[config.mk]
export PLATFORM = sky130hd
export DESIGN_NAME = fp_sequencer_flat
export DESIGN_NICKNAME = d
export VERILOG_FILES = /design/src/rtl/fp_sequencer_if.sv /design/src/rtl/fp_sequencer.sv /design/src/flat_wrapper.sv
export SDC_FILE = /design/constraint.sdc
export NUM_CORES = 1
export LEC_CHECK = 0
export CELL_PAD_IN_SITES_DETAIL_PLACEMENT = 1
export CELL_PAD_IN_SITES_GLOBAL_PLACEMENT = 1
export CORE_MARGIN = 3
export CORE_UTILIZATION = 50
export CTS_BUF_LIST = sky130_fd_sc_hd__clkbuf_4 sky130_fd_sc_hd__clkbuf_8
export CTS_CLUSTER_SIZE = 40
export DETAILED_ROUTE_END_ITERATION = 7
export DONT_BUFFER_PORTS = 1
export PLACE_DENSITY = 0.81
export RECOVER_POWER = 25
export SYNTH_ARGS = -nofsm -noshare
export SYNTH_HDL_FRONTEND = slang
export SYNTH_SLANG_ARGS = --single-unit
[constraint.sdc]
create_clock -name clk -period 9.7 [get_ports clk]
set_input_delay 0.97 -clock clk [delete_from_list [all_inputs] [get_ports clk]]
set_output_delay 0.97 -clock clk [all_outputs]
set_load 0.02 [all_outputs]
[src/rtl/fp_sequencer_if.sv]
// Forward-pass sequencer bus: start/done handshake with the control unit
// plus the group issue/complete handshake with the neuron tile.
// master: control unit and tile side; slave: the sequencer.
interface fp_sequencer_if #(
    parameter int GROUP = 8
);
    localparam int CW = $clog2(GROUP + 1);

    logic          do_fp;
    logic          fp_done;
    logic          busy;
    logic          tile_start;
    logic [1:0]    tile_layer;
    logic [7:0]    tile_base;
    logic [CW-1:0] tile_count;
    logic          tile_done;
    logic          seq_err;

    modport master (
        output do_fp, tile_done,
        input  fp_done, busy, tile_start, tile_layer, tile_base, tile_count, seq_err
    );

    modport slave (
        input  do_fp, tile_done,
        output fp_done, busy, tile_start, tile_layer, tile_base, tile_count, seq_err
    );
endinterface

[src/rtl/fp_sequencer.sv]
// Forward-pass sequencer: walks every layer and neuron group, issuing one
// tile operation per group and pulsing fp_done after the last one.
// Optional macro SEQ_TIMEOUT_EN adds a per-operation watchdog that aborts
// the pass with a seq_err pulse.
//
// state | meaning
// IDLE  | waiting for do_fp
// ISSUE | tile_start pulse for the current group (one cycle)
// WAIT  | waiting for tile_done of the issued group
// DONE  | fp_done pulse (one cycle)
module fp_sequencer #(
    parameter int NUM_LAYERS     = 2,
    parameter int LAYER0_NEURONS = 30,
    parameter int LAYER1_NEURONS = 10,
    parameter int LAYER2_NEURONS = 0,
    parameter int LAYER3_NEURONS = 0,
    parameter int GROUP          = 8,
    parameter int TIMEOUT_CYCLES = 1024
) (
    input logic          clk,
    input logic          rst,
    fp_sequencer_if.slave bus
);
    localparam int CW = $clog2(GROUP + 1);
    localparam logic [7:0] LAYER_N [4] = '{8'(LAYER0_NEURONS), 8'(LAYER1_NEURONS),
                                           8'(LAYER2_NEURONS), 8'(LAYER3_NEURONS)};

    if (GROUP < 1 || GROUP > 255) begin : g_bad_group
        $error("fp_sequencer: GROUP must be in 1..255");
    end
    if (NUM_LAYERS < 1 || NUM_LAYERS > 4) begin : g_bad_layers
        $error("fp_sequencer: NUM_LAYERS must be in 1..4");
    end
    if (LAYER0_NEURONS > 255 || LAYER1_NEURONS > 255 ||
        LAYER2_NEURONS > 255 || LAYER3_NEURONS > 255) begin : g_bad_neurons
        $error("fp_sequencer: layer neuron counts must not exceed 255");
    end
    if (TIMEOUT_CYCLES < 1) begin : g_bad_timeout
        $error("fp_sequencer: TIMEOUT_CYCLES must be at least 1");
    end

    typedef enum logic [1:0] {IDLE, ISSUE, WAIT, DONE} state_t;

    state_t        state, state_nxt;
    logic [1:0]    layer_q;
    logic [7:0]    base_q;
    logic [CW-1:0] count_q;

    logic          adv_valid;
    logic [1:0]    adv_layer;
    logic [7:0]    adv_base;
    logic [CW-1:0] adv_count;
    logic [8:0]    adv_rem;
    int            first_layer;
    logic          load;
    logic          timeout;

    // Next group to issue: the following group of this layer, else group 0
    // of the next non-empty layer (from layer 0 when starting a pass).
    always_comb begin
        adv_valid   = 1'b0;
        adv_layer   = layer_q;
        adv_base    = base_q;
        first_layer = 0;
        if (state != IDLE &&
            ({1'b0, base_q} + 9'(GROUP) < {1'b0, LAYER_N[layer_q]})) begin
            adv_valid = 1'b1;
            adv_base  = base_q + 8'(GROUP);
        end else begin
            first_layer = (state == IDLE) ? 0 : int'(layer_q) + 1;
            adv_base    = 8'd0;
            for (int i = 3; i >= 0; i--) begin
                if (i >= first_layer && i < NUM_LAYERS && LAYER_N[i] != 8'd0) begin
                    adv_valid = 1'b1;
                    adv_layer = 2'(i);
                end
            end
        end
        adv_rem   = {1'b0, LAYER_N[adv_layer]} - {1'b0, adv_base};
        adv_count = (adv_rem > 9'(GROUP)) ? CW'(GROUP) : CW'(adv_rem);
    end

    assign load = (state == IDLE && bus.do_fp) || (state == WAIT && bus.tile_done);

`ifdef SEQ_TIMEOUT_EN
    localparam int WW = $clog2(TIMEOUT_CYCLES + 1);
    logic [WW-1:0] wd_q;
    logic          seq_err_q;

    assign timeout = (state == WAIT) && !bus.tile_done && (wd_q == WW'(TIMEOUT_CYCLES - 1));

    // Watchdog counts WAIT cycles of the current operation; error is flagged
    // in the IDLE cycle that follows the abort.
    always_ff @(posedge clk or posedge rst) begin
        if (rst) begin
            wd_q      <= '0;
            seq_err_q <= 1'b0;
        end else begin
            seq_err_q <= timeout;
            if (state == WAIT) wd_q <= wd_q + 1'b1;
            else               wd_q <= '0;
        end
    end

    assign bus.seq_err = seq_err_q;
`else
    assign timeout     = 1'b0;
    assign bus.seq_err = 1'b0;
`endif

    // State register.
    always_ff @(posedge clk or posedge rst) begin
        if (rst) state <= IDLE;
        else     state <= state_nxt;
    end

    // Next-state logic; an empty remainder of the pass goes straight to DONE.
    always_comb begin
        state_nxt = state;
        case (state)
            IDLE:  if (bus.do_fp) state_nxt = adv_valid ? ISSUE : DONE;
            ISSUE: state_nxt = WAIT;
            WAIT: begin
                if (bus.tile_done) state_nxt = adv_valid ? ISSUE : DONE;
                else if (timeout)  state_nxt = IDLE;
            end
            DONE:  state_nxt = IDLE;
            default: state_nxt = IDLE;
        endcase
    end

    // Group descriptor registers; cleared when a pass ends or aborts.
    always_ff @(posedge clk or posedge rst) begin
        if (rst) begin
            layer_q <= 2'd0;
            base_q  <= 8'd0;
            count_q <= '0;
        end else if (load && adv_valid) begin
            layer_q <= adv_layer;
            base_q  <= adv_base;
            count_q <= adv_count;
        end else if (state == DONE || timeout) begin
            layer_q <= 2'd0;
            base_q  <= 8'd0;
            count_q <= '0;
        end
    end

    // Outputs decoded from the state and descriptor registers.
    always_comb begin
        bus.tile_start = (state == ISSUE);
        bus.fp_done    = (state == DONE);
        bus.busy       = (state != IDLE);
        bus.tile_layer = layer_q;
        bus.tile_base  = base_q;
        bus.tile_count = count_q;
    end
endmodule

[src/flat_wrapper.sv]
// flat-port wrapper written by rule: the top's interface ports become plain ports
module fp_sequencer_flat 
#(
    parameter int NUM_LAYERS     = 2,
    parameter int LAYER0_NEURONS = 30,
    parameter int LAYER1_NEURONS = 10,
    parameter int LAYER2_NEURONS = 0,
    parameter int LAYER3_NEURONS = 0,
    parameter int GROUP          = 8,
    parameter int TIMEOUT_CYCLES = 1024
)
  (clk, rst, bus_do_fp, bus_tile_done, bus_fp_done, bus_busy, bus_tile_start, bus_tile_layer, bus_tile_base, bus_tile_count, bus_seq_err);
  fp_sequencer_if #(.GROUP(GROUP)) bus_i ();
  input logic clk;
  input logic rst;
  input wire logic [$bits(bus_i.do_fp)-1:0] bus_do_fp;
  input wire logic [$bits(bus_i.tile_done)-1:0] bus_tile_done;
  output wire logic [$bits(bus_i.fp_done)-1:0] bus_fp_done;
  output wire logic [$bits(bus_i.busy)-1:0] bus_busy;
  output wire logic [$bits(bus_i.tile_start)-1:0] bus_tile_start;
  output wire logic [$bits(bus_i.tile_layer)-1:0] bus_tile_layer;
  output wire logic [$bits(bus_i.tile_base)-1:0] bus_tile_base;
  output wire logic [$bits(bus_i.tile_count)-1:0] bus_tile_count;
  output wire logic [$bits(bus_i.seq_err)-1:0] bus_seq_err;
  assign bus_i.do_fp = bus_do_fp;
  assign bus_i.tile_done = bus_tile_done;
  assign bus_fp_done = bus_i.fp_done;
  assign bus_busy = bus_i.busy;
  assign bus_tile_start = bus_i.tile_start;
  assign bus_tile_layer = bus_i.tile_layer;
  assign bus_tile_base = bus_i.tile_base;
  assign bus_tile_count = bus_i.tile_count;
  assign bus_seq_err = bus_i.seq_err;
  fp_sequencer #(.NUM_LAYERS(NUM_LAYERS), .LAYER0_NEURONS(LAYER0_NEURONS), .LAYER1_NEURONS(LAYER1_NEURONS), .LAYER2_NEURONS(LAYER2_NEURONS), .LAYER3_NEURONS(LAYER3_NEURONS), .GROUP(GROUP), .TIMEOUT_CYCLES(TIMEOUT_CYCLES)) u_core (.clk(clk), .rst(rst), .bus(bus_i));
endmodule
Word level (Yosys, flattened, before mapping)
Index checks and enable logic that the tools add are counted.
- add/subtract/negate cells: 4
- magnitude comparators: 6
- eq/ne operators: 5
- muxes and demuxes: 25
- bitwise gates (word level): 2
- reductions and logical operators: 9
- operator list (operator ; count):
    $mux 8 ; 7
    $bmux 8 s2 ; 2
    $ge 1x32->1 const A ; 1
    $ge 2x32->1 const A ; 1
    $mux 32 ; 1
    $mux 2 ; 8
    $mux 4 ; 3
    $add 8x4->9 const B ; 1
    $gt 9x4->1 const B ; 1
    $lt 9x8->1 ; 1
    $sub 8x8->9 ; 1
    $add 8x4->8 const B ; 1
    $pmux 2 s4 ; 1
    $ge 3x3->1 const B ; 2
    $not 2->3 ; 2
    $eq 2x2->1 const B ; 2
    $logic_and 1x1->1 ; 4
    $ne 2x2->1 const B ; 2
    $reduce_bool 2->1 ; 2
    $add 2x1->3 const B ; 1
    $mux 1 ; 3
    $eq 2x1->1 const B ; 1
    $logic_not 2->1 ; 1
    $reduce_and 2->1 ; 1
    $logic_or 1x1->1 ; 1
- flip-flop bits (word level): 16
- input bits: 4

Depth between registers and ports, before layout
- depth after elaboration: 15
- depth in mapped cells: 18
- depth with buffers taken out: 17

Worst setup path before layout
OpenSTA, ideal clock, no wires.
- path type: register to register
- from: reg u_core.base_q[3] (netlist: u_core.bus.tile_base[3])
- to: reg u_core.count_q[1] (netlist: u_core.bus.tile_count[1])
- library setup time: 0.122 ns
- data arrival time: 3.550 ns
- setup slack: 6.029 ns
- cell stages (with the launch flop): 13
- buffers on the path: 1
- period minus slack after synthesis: 3.671 ns
- cell sequence: dfrtp_1 > ha_1 > ha_1 > a2111oi_2 > and4_1 > buf_6 > o21ai_0 > fa_1 > a21o_1 > a31o_2 > a22oi_1 > a21oi_2 > a32o_1
- word-level cells in the longest chain between the ends: 12
- ends and longest elaborated chain (what ; line ; text):
    start, declared ; fp_sequencer.sv:46 ; logic [7:0] base_q;
    start signal, assigned ; fp_sequencer.sv:140 ; base_q <= adv_base;
    $add 8x4->9 ; fp_sequencer.sv:66 ; ({1'b0, base_q} + 9'(GROUP) < {1'b0, LAYER_N[layer_q]})) begin
    $lt 9x8->1 ; fp_sequencer.sv:66 ;
    $logic_and 1x1->1 ; fp_sequencer.sv:65 ; if (state != IDLE &&
    $mux 2 ; fp_sequencer.sv:65 ;
    $not 2->3 (not written as such) ; fp_sequencer.sv:79 ; adv_rem = {1'b0, LAYER_N[adv_layer]} - {1'b0, adv_base};
    $bmux 8 s2 ; fp_sequencer.sv:79 ;
    $mux 8 (not written as such) (2 in series) ; fp_sequencer.sv:79 ;
    $sub 8x8->9 ; fp_sequencer.sv:79 ;
    $gt 9x4->1 ; fp_sequencer.sv:80 ; adv_count = (adv_rem > 9'(GROUP)) ? CW'(GROUP) : CW'(adv_rem);
    $mux 4 ; fp_sequencer.sv:80 ;
    $mux 4 ; fp_sequencer.sv:138 ; end else if (load && adv_valid) begin
    end signal, assigned ; fp_sequencer.sv:141 ; count_q <= adv_count;
    end, declared ; fp_sequencer.sv:47 ; logic [CW-1:0] count_q;
Several ways; a longest one is shown, not always the timed one. The select of a mux whose other input is x is not followed.
A chain may end at the register's enable or synchronous reset.

Final worst setup path
Same ends and word-level chain as after synthesis.

==> results.yml <==
run_status:
  status: "finished, final reports clean"
clocking:
  cts.sinks: 16
  cts_hold_buf: 0
  cts_buffer_depth: 2
  postCtsSetupRepairBufs: 0
  cts_tree: "done"
  numCtsBuffers: 3
  ctsResizeCount: 0
  root_buffer: "clkbuf_4"
  insertion_delay_ns: 0.29
  htreeDepth: 1
  clkTransAtPathRegs_ns: 0.10
power:
  power_frac_comb_pct: 59.6
  p_leak_nw: 0.5412
  swShare_pct: 49.75
  p_int_uw: 188.3
  pwr_density_cell_nw_per_um2: 322.4
  switchingPower_uw: 186.4
  pwr-share-clk_pct: 12.2
  p_total_uw: 374.7
  p_seq_share_pct: 28.2
  irDropWorstVdd_mv: 0.1762
logic_synthesis:
  avgSynthCellArea_um2: 9.694
  synth_edf_count: 0
  ys.warnings.count: 0
  syn_area_um2: 1115
  synthFlopType: "dfrtp_1"
  yosysTopAreaCellShare_pct: 35.91
  yosys.area.top_type: "dfrtp_1"
  synth_seq_cells: 16
  synth_fp_nets: 130
  ys_types: 49
  synthCells: 115
  yosysSeqAreaShare_pct: 35.91
  synth.area.top_cells: "dfrtp_1, ha_1, nand2_1"
  async_flop_share_pct: 100.0
critical_path:
  cp-start-kind: "flop"
  crit_type: "flop to flop"
  cp.arrival_ns: 4.42
  r2r_cells: 11
  path_common_cell: "ha_1"
  worstPathMaxFanout: 10
  path_cells: "ha_1 -> ha_1 -> a2111oi_2 -> and4_1 -> o21ai_0 -> fa_1 -> a21o_1 -> a31o_2 -> a22oi_1 -> a21oi_2 -> a32o_1"
  required_ns: 9.89
  critPathMaxStageDelay_ns: 0.56
  worstSetupEndpointType: "flop"
  cp_slowest_cell: "fa_1"
placed_design:
  gp_congestion: 0.8870
  place.detailed.hpwl_um: 2079
  place_inst: 139
  post-place-ws_ns: 5.556
  io_buffers: 0
global_route:
  grtUsageMet1_pct: 27.93
  grt_overflow: 0
  grt_max_degree: 17
  grt_pass1_wl_um: 4547
  use_met2_pct: 35.51
  gr-usage-met3_pct: 6.479
  antenna_found_initial: 0
  grt_pass1_vias: 972
  grtUsageTotal_pct: 22.33
  grt_busiest_layer: "met2"
finish:
  final_cell_mix: "dfrtp_1, nand2_1, ha_1"
  layout_commonest_cell: "dfrtp_1"
  instances_no_fill: 143
  nets: 132
  antenna_cells: 0
  fin_util_pct: 56.92
  synthToLayoutAreaGrowth_pct: 4.264
  drive_gt1_share_pct: 12.07
sta:
  setup_viol: 0
  layout_min_cycle_time_ns: 4.223
  finalHoldViolations: 0
  post-route-period-util_pct: 43.54
  rsz0062_at_grt: "false"
  setup-tns-final_ns: 0
  timing.fmax_mhz: 236.8
  slew_viol_final: 0
  setup_ws_ns: 5.477
  clock_skew_ns: 0.003618
  slew_headroom_pct: 59.61
  worst_pin_slew_ns: 0.6051
floorplan:
  design.core.area_um2: 2042
  die_area_um2: 2832
  initial_core_util_pct: 54.60
  fp.dieH_um: 53.22
  die_w_um: 53.22
  design.portCount: 22
  num_rows: 16
routing:
  first_pass_iters: 3
  drt_iter0_drc: 9
  wl_per_cell_um: 18.73
  drc: 0
  viasPerCell: 6.336
  postRouteAntennaNets: 0
  finalWirelength_um: 2678
  vias: 906
worst_hold_path:
  hold_path.class: "input pin to asynchronous set/reset pin"
job:
  drv_cap: 0
-- cell usage after synthesis (3+ instances only) --
| library cell | n |
|---|---|
| ha_1 | 10 |
| dfrtp_1 | 16 |
| inv_1 | 8 |
| and2_1 | 3 |
| a21oi_1 | 4 |
| nor2_1 | 5 |
| a31o_2 | 3 |
| and3_1 | 3 |
| a21o_1 | 3 |
| o21ai_0 | 3 |
| nand2_1 | 11 |
-- cell type report --
class	count	area [um2]
Inverter	9	33.78
Fill cell	250	879.6
Sequential cell	16	400.4
Multi-Input combinational cell	87	658.1
Tap cell	27	33.78
Clock buffer	4	36.28
-- registers in the layout, indices dropped and copies added, names as in the netlist --
| register | flops |
|---|---|
| u_core.state | 2 |
| u_core.bus.tile_layer | 2 |
| u_core.bus.tile_count | 4 |
| u_core.bus.tile_base | 8 |
-- path summary, 6_finish.rpt --
path	startpoint	to	slack (ns)
max	u_core.bus.tile_base[3]	u_core.bus.tile_count[1]	5.48
min	rst	u_core.bus.tile_base[3]	0.62
max reg2reg	u_core.bus.tile_base[3]	u_core.bus.tile_count[1]	5.48
min reg2reg	u_core.state[0]	u_core.state[1]	0.65
max in group asynchronous	rst	u_core.bus.tile_base[2]	8.69
min in group clk	u_core.state[0]	u_core.state[1]	0.65
-- routing by layer --
| layer | wire [um] | share of wire, % |
|---|---|---|
| met1 | 1248 | 47 |
| met2 | 1251 | 47 |
| met3 | 124 | 4.6 |
| met4 | 54 | 2.0 |
| met5 | 0 | 0 |
-- metrics by stage --
stage	hold WS, ns	cell area [um2]
after floorplan	0.6080	1115
after global placement	0.6251	1126
after detailed placement	0.6383	1126
after CTS	0.6373	1162
after global routing	0.6581	1162
final	0.6202	1162
-- logic make-up (layout without fill, tap and decap cells) --
group	Yosys count	count (layout)	share of synthesized area (%)
AOI/OAI and AO/OA	35	35	24.58
and+or+nand+nor	34	34	15.94
DFF	16	16	35.91
buffers and inverters	12	13	5.050
adders and majority gates	11	11	13.02
xor gates and xnor gates	3	3	2.357
muxes	3	3	2.806
other	1	1	0.3364
-- power groups by stage --
| stage | Sequential [mW] | Clock (mW) | Combinational [mW] |
|---|---|---|---|
| CTS | 0.106 | 0.0468 | 0.223 |
| detailed placement | 0.107 | 0 | 0.220 |
| floorplan | 0.103 | 0 | 0.182 |
| finish | 0.106 | 0.0457 | 0.223 |
| global route | 0.108 | 0.0505 | 0.248 |
| global placement | 0.106 | 0 | 0.207 |
-- worst max-delay path, delay by kind of cell, from the launching register on --
family,cells,cell delay [ns]
AND/OR/NAND/NOR,1,0.51
flip-flops,1,0.54
AO/OA/AOI/OAI,7,1.78
adder cells (fa/ha/maj),3,1.28
(Power assumes the default switching activity.)
